<file path="src/rtl/pss_generator.sv">
// NR PSS generator: LFSR-based m-sequence with N_id_2 cyclic offset,
// streamed as BPSK IQ samples on an AXI-stream master.
module pss_generator #(
   parameter int OUT_DW    = 32,
   parameter int AMPLITUDE = 8192
) (
   input  logic              clk_i,
   input  logic              reset_ni,
   input  logic              start_i,
   input  logic [1:0]        N_id_2_i,
   output logic              busy_o,
   output logic              error_o,
   output logic [OUT_DW-1:0] m_axis_out_tdata,
   output logic              m_axis_out_tvalid,
   output logic              m_axis_out_tlast,
   input  logic              m_axis_out_tready
);

   localparam int HW = OUT_DW / 2;
   // bit i holds x(i) of the initial window x(0)..x(6)
   localparam logic [6:0] X_INIT = 7'b1110110;
   localparam logic signed [HW-1:0] AMP_P = HW'(AMPLITUDE);
   localparam logic signed [HW-1:0] AMP_N = -AMP_P;

   typedef enum logic [1:0] {
      S_IDLE,
      S_ADVANCE,
      S_EMIT
   } state_t;

   state_t            r_state;
   logic [6:0]        r_lfsr;
   logic [6:0]        r_cnt;
   logic [6:0]        r_off;
   logic              r_busy;
   logic              r_err;
   logic              r_tvalid;
   logic              r_tlast;
   logic [OUT_DW-1:0] r_tdata;

   logic [6:0] w_lfsr_nxt;
   logic [6:0] w_off;
   logic       w_hs;

   assign w_lfsr_nxt = {r_lfsr[4] ^ r_lfsr[0], r_lfsr[6:1]};
   assign w_hs       = r_tvalid & m_axis_out_tready;

   always_comb begin
      w_off = 7'd0;
      unique case (N_id_2_i)
         2'd1:    w_off = 7'd43;
         2'd2:    w_off = 7'd86;
         default: w_off = 7'd0;
      endcase
   end

   function automatic logic [OUT_DW-1:0] sym(input logic x);
      return {{HW{1'b0}}, (x ? AMP_N : AMP_P)};
   endfunction

   always_ff @(posedge clk_i or negedge reset_ni) begin
      if (!reset_ni) begin
         r_state  <= S_IDLE;
         r_lfsr   <= X_INIT;
         r_cnt    <= 7'd0;
         r_off    <= 7'd0;
         r_busy   <= 1'b0;
         r_err    <= 1'b0;
         r_tvalid <= 1'b0;
         r_tlast  <= 1'b0;
         r_tdata  <= '0;
      end else begin
         r_err <= 1'b0;
         unique case (r_state)
            S_IDLE: begin
               r_lfsr <= X_INIT;
               r_cnt  <= 7'd0;
               if (start_i) begin
                  if (N_id_2_i == 2'd3) begin
                     r_err <= 1'b1;
                  end else begin
                     r_busy <= 1'b1;
                     r_off  <= w_off;
                     if (w_off == 7'd0) begin
                        r_state  <= S_EMIT;
                        r_tvalid <= 1'b1;
                        r_tdata  <= sym(X_INIT[0]);
                        r_tlast  <= 1'b0;
                     end else begin
                        r_state <= S_ADVANCE;
                     end
                  end
               end
            end
            S_ADVANCE: begin
               r_lfsr <= w_lfsr_nxt;
               // the last step also presents x(offset) on the bus
               if (r_cnt == r_off - 7'd1) begin
                  r_cnt    <= 7'd0;
                  r_state  <= S_EMIT;
                  r_tvalid <= 1'b1;
                  r_tdata  <= sym(w_lfsr_nxt[0]);
                  r_tlast  <= 1'b0;
               end else begin
                  r_cnt <= r_cnt + 7'd1;
               end
            end
            S_EMIT: begin
               if (w_hs) begin
                  if (r_cnt == 7'd126) begin
                     r_state  <= S_IDLE;
                     r_lfsr   <= X_INIT;
                     r_cnt    <= 7'd0;
                     r_busy   <= 1'b0;
                     r_tvalid <= 1'b0;
                     r_tlast  <= 1'b0;
                     r_tdata  <= '0;
                  end else begin
                     r_lfsr  <= w_lfsr_nxt;
                     r_cnt   <= r_cnt + 7'd1;
                     r_tdata <= sym(w_lfsr_nxt[0]);
                     r_tlast <= (r_cnt == 7'd125);
                  end
               end
            end
            default: r_state <= S_IDLE;
         endcase
      end
   end

   assign busy_o            = r_busy;
   assign error_o           = r_err;
   assign m_axis_out_tdata  = r_tdata;
   assign m_axis_out_tvalid = r_tvalid;
   assign m_axis_out_tlast  = r_tlast;

endmodule

</file>
<file path="config.mk">
export PLATFORM = sky130hd
export DESIGN_NAME = pss_generator
export DESIGN_NICKNAME = d
export VERILOG_FILES = /design/src/rtl/pss_generator.sv
export SDC_FILE = /design/constraint.sdc
export NUM_CORES = 1
export LEC_CHECK = 0
export ABC_CLOCK_PERIOD_IN_PS = 2300
export BUFFER_PORTS_ARGS = -buffer_cell sky130_fd_sc_hd__buf_2
export CORE_UTILIZATION = 35
export DETAILED_ROUTE_END_ITERATION = 16
export HOLD_SLACK_MARGIN = 0.03
export PLACE_DENSITY = 0.58
export SYNTH_ARGS = -nofsm -noshare
export SYNTH_HDL_FRONTEND = slang
export SYNTH_SLANG_ARGS = --single-unit
</file>
<file path="constraint.sdc">
create_clock -name clk_i -period 2.3 [get_ports clk_i]
set_input_delay 0.23 -clock clk_i [delete_from_list [all_inputs] [get_ports clk_i]]
set_output_delay 0.23 -clock clk_i [all_outputs]
set_load 0.05 [all_outputs]
</file>
==> run_results.csv <==
group,metric,value,unit
yosys,synth_edf_count,0,
final_layout,antenna_cells,0,
sta,fmax,481,MHz
final_layout,syn_to_final_growth,4.51,%
clocking,htree_levels,1,
clocking,cts_buffer_depth,2,
yosys,synthCells,184,
worst_setup_path,cp_cell_sequence,"inv_1 -> ha_1 -> and4_1 -> nor3_1 -> o31a_1 -> nor3_2 -> mux2_2",
clocking,cts_inserted_buffers,3,
run_status,status,"finished clean",
sta,fin_skew,5.65,ps
worst_setup_path,slowest_stage,"dfrtp_1",
final_layout,drive_gt1_share,17.2,%
sta,setup_tns,0,ps
placed_design,gp_congestion,0.760,
worst_setup_path,crit_path_end_kind,"flip-flop",
final_layout,final_cell_mix,"conb_1 (29), dfrtp_1 (20), o21ai_0 (12), nand2_1 (12), buf_2 (12)",
worst_setup_path,slowest_delay,440,ps
worst_hold_path,min_delay_path_depth,2,
sta,hold_viol,0,
sta,rsz0062_at_grt,"no",
worst_setup_path,cp_max_fo,6,
worst_setup_path,r2r_setup_slack,220,ps
sta,drv_slew,0,
clocking,cts.sinks,25,
clocking,cts_setup_buffers,0,
routing,drt_wl_total,3010,µm
global_route,grt_pass1_vias,1173,
worst_hold_path,hold_end,"error_o$_DFF_PN0_",
clocking,ctsHoldBuffers,1,
worst_setup_path,r2r_start,"r_off[5]$_DFFE_PN0P_",
routing,vias_per_cell,4.70,
die,dieWidth,71.5,µm
final_layout,final_common_cell,"conb_1",
routing,ant_nets,0,
yosys,ys_warn_count,0,
routing,wl_per_cell,12.0,µm
die,die_area,5110,µm²
routing,via_count,1175,
global_route,grt-ovfl-total,0,
global_route,antenna_found_initial,0,
final_layout,finalNetCount,216,
pwr,power_density,1250,nW/µm²
flow_run,cap_viol_max_count,0,
clocking,cts_root_buf,"clkbuf_8",
yosys,synth_cell_type_count,44,
clocking,cts_tree,"built",
routing,dr.pass1.iters,5,
global_route,grt_pass1_wl,5370,µm
worst_setup_path,path_class,"reg2reg",
worst_setup_path,cp.required,2460,ps
clocking,clkSlewWorstSetupHoldPaths,90,ps
yosys,synth_ff_type,"dfrtp_1",
yosys,yosysSeqAreaShare,37.4,%
worst_setup_path,ff2ff_path_depth,7,
pwr,power.leakage,0.842,nW
worst_setup_path,critPathArrivalTime,2240,ps
global_route,grt_max_degree,26,
die,row_count,24,
yosys,ys_ff_latch,25,
placed_design,port_buffers,12,
worst_hold_path,hold_start,"start_i",
worst_setup_path,start_kind,"flip-flop",
global_route,globalRouteTotalUtil,13.0,%
sta,setup_viol,0,
clocking,insertion_delay,270,ps
sta,fin_crit_sh,90.4,%
placed_design,hpwl,2250,µm
sta,period_needed,2080,ps
routing,dr.first_iter.drc_count,47,
routing,drcViolationCount,0,
sta,worstMarginPinSlew,585,ps
yosys,synth_area_per_cell,9.19,µm²
clocking,cts_resized,0,
sta,hold_slack,247,ps
yosys,synth_async_sr_flop_share,100,%
die,core_area,4500,µm²
die,die_h,71.5,µm
pwr,ir_drop,0.838,mV
die,start_util,37.5,%
sta,slew-limit-headroom,61.0,%
worst_hold_path,holdCritPathClass,"in2reg",
worst_setup_path,timing.rr.end,"m_axis_out_tlast$_DFFE_PN0P_",
yosys,syn-cell-area,1690,µm²
die,ios,42,
[worst max-delay path, delay by kind of cell (launching register included)]
kind / cells / cell delay (ps)
muxes: 1 / 370
adders and majority gates: 1 / 210
buffers and inverters: 1 / 70
AOI/OAI and AO/OA: 1 / 300
DFF: 1 / 440
and+or+nand+nor: 3 / 580
[cells by family (layout without fill, tap and decap cells)]
family | count (synthesis) | in the layout | share of synthesized area (%)
simple gates | 52 | 52 | 16.4
xor+xnor | 5 | 5 | 2.59
flops | 25 | 25 | 37.4
fa+ha+maj | 11 | 11 | 8.14
buf+inv | 47 | 33 | 17.2
compound gates | 37 | 37 | 14.1
other cells | 1 | 29 | 0.222
mux | 6 | 6 | 3.92
[cell type report]
type                       instances  area (µm²)
clock buffer                       3        41.3
clock inverter                     1        7.51
fill                             462        2740
inverter                          11        41.3
multi-input combinational        140         872
sequential                        25         632
tap                               52        65.1
timing repair buffer              18         108
[report_power, final]
group | internal, mW | leakage, nW | switching, mW
logic | 0.444 | 0.508 | 0.779
clock network | 0.123 | 0.0217 | 0.149
registers | 0.606 | 0.312 | 0.113
[worst max-delay path by stage]
stage                                  startpoint                               end  slack, ps
detailed placement           r_off[5]$_DFFE_PN0P_  m_axis_out_tdata[14]$_DFFE_PN0P_        240
global placement             r_off[5]$_DFFE_PN0P_  m_axis_out_tdata[14]$_DFFE_PN0P_        270
finish                       r_off[5]$_DFFE_PN0P_      m_axis_out_tlast$_DFFE_PN0P_        220
floorplan           m_axis_out_tvalid$_DFFE_PN0P_              r_cnt[5]$_DFFE_PN0P_        320
CTS                          r_off[5]$_DFFE_PN0P_      m_axis_out_tlast$_DFFE_PN0P_        220
global route                 r_off[5]$_DFFE_PN0P_      m_axis_out_tlast$_DFFE_PN0P_         70
[registers in the layout, indices dropped and copies added (netlist names)]
register,count
busy_o,1
r_state,2
m_axis_out_tlast,1
m_axis_out_tvalid,1
r_cnt,7
r_lfsr,7
r_off,3
m_axis_out_tdata,2
error_o,1
[cells in the mapped netlist, types with 2 or more instances]
| cell type | instances | share of area (%) |
|---|---|---|
| a21oi_1 | 10 | 3.0 |
| nand3_1 | 6 | 1.8 |
| nor4_1 | 2 | 0.74 |
| dfstp_2 | 5 | 7.8 |
| and4_1 | 2 | 1.0 |
| xor2_1 | 3 | 1.6 |
| dfrtp_1 | 20 | 30 |
| xnor2_1 | 2 | 1.0 |
| o32a_1 | 2 | 1.2 |
| o31ai_1 | 3 | 1.3 |
| nand2_1 | 12 | 2.7 |
| o21ai_0 | 12 | 3.6 |
| nand2b_1 | 2 | 0.74 |
| ha_1 | 11 | 8.1 |
| buf_2 | 2 | 0.59 |
| buf_4 | 30 | 13 |
| mux2_2 | 5 | 3.3 |
| clkbuf_1 | 4 | 0.89 |
| inv_1 | 11 | 2.4 |
| o21bai_1 | 2 | 0.89 |
| nor2b_1 | 2 | 0.74 |
| or4_1 | 2 | 0.89 |
| nor2_1 | 10 | 2.2 |
| nor3_1 | 4 | 1.2 |
[per-stage QoR]
step	setup slack [ps]	util [%]	total power, mW	instances	cell area, µm²
after global routing	73.1	39.2	2.40	250	1770
after floorplan	322	-	1.68	212	1800
after detailed placement	239	37.9	1.96	245	1710
after global placement	268	37.9	1.95	245	1710
after CTS	223	39.2	2.25	250	1770
final	221	39.2	2.22	250	1770
[per-layer routing]
metal,track usage (%),vias to the layer above,routed length [µm]
met3,1.27,2,72
li1,-,601,-
met2,21.5,26,1450
met1,18.2,546,1480
met5,0,-,0
met4,3.92,0,14
(Power assumes the default switching activity.)
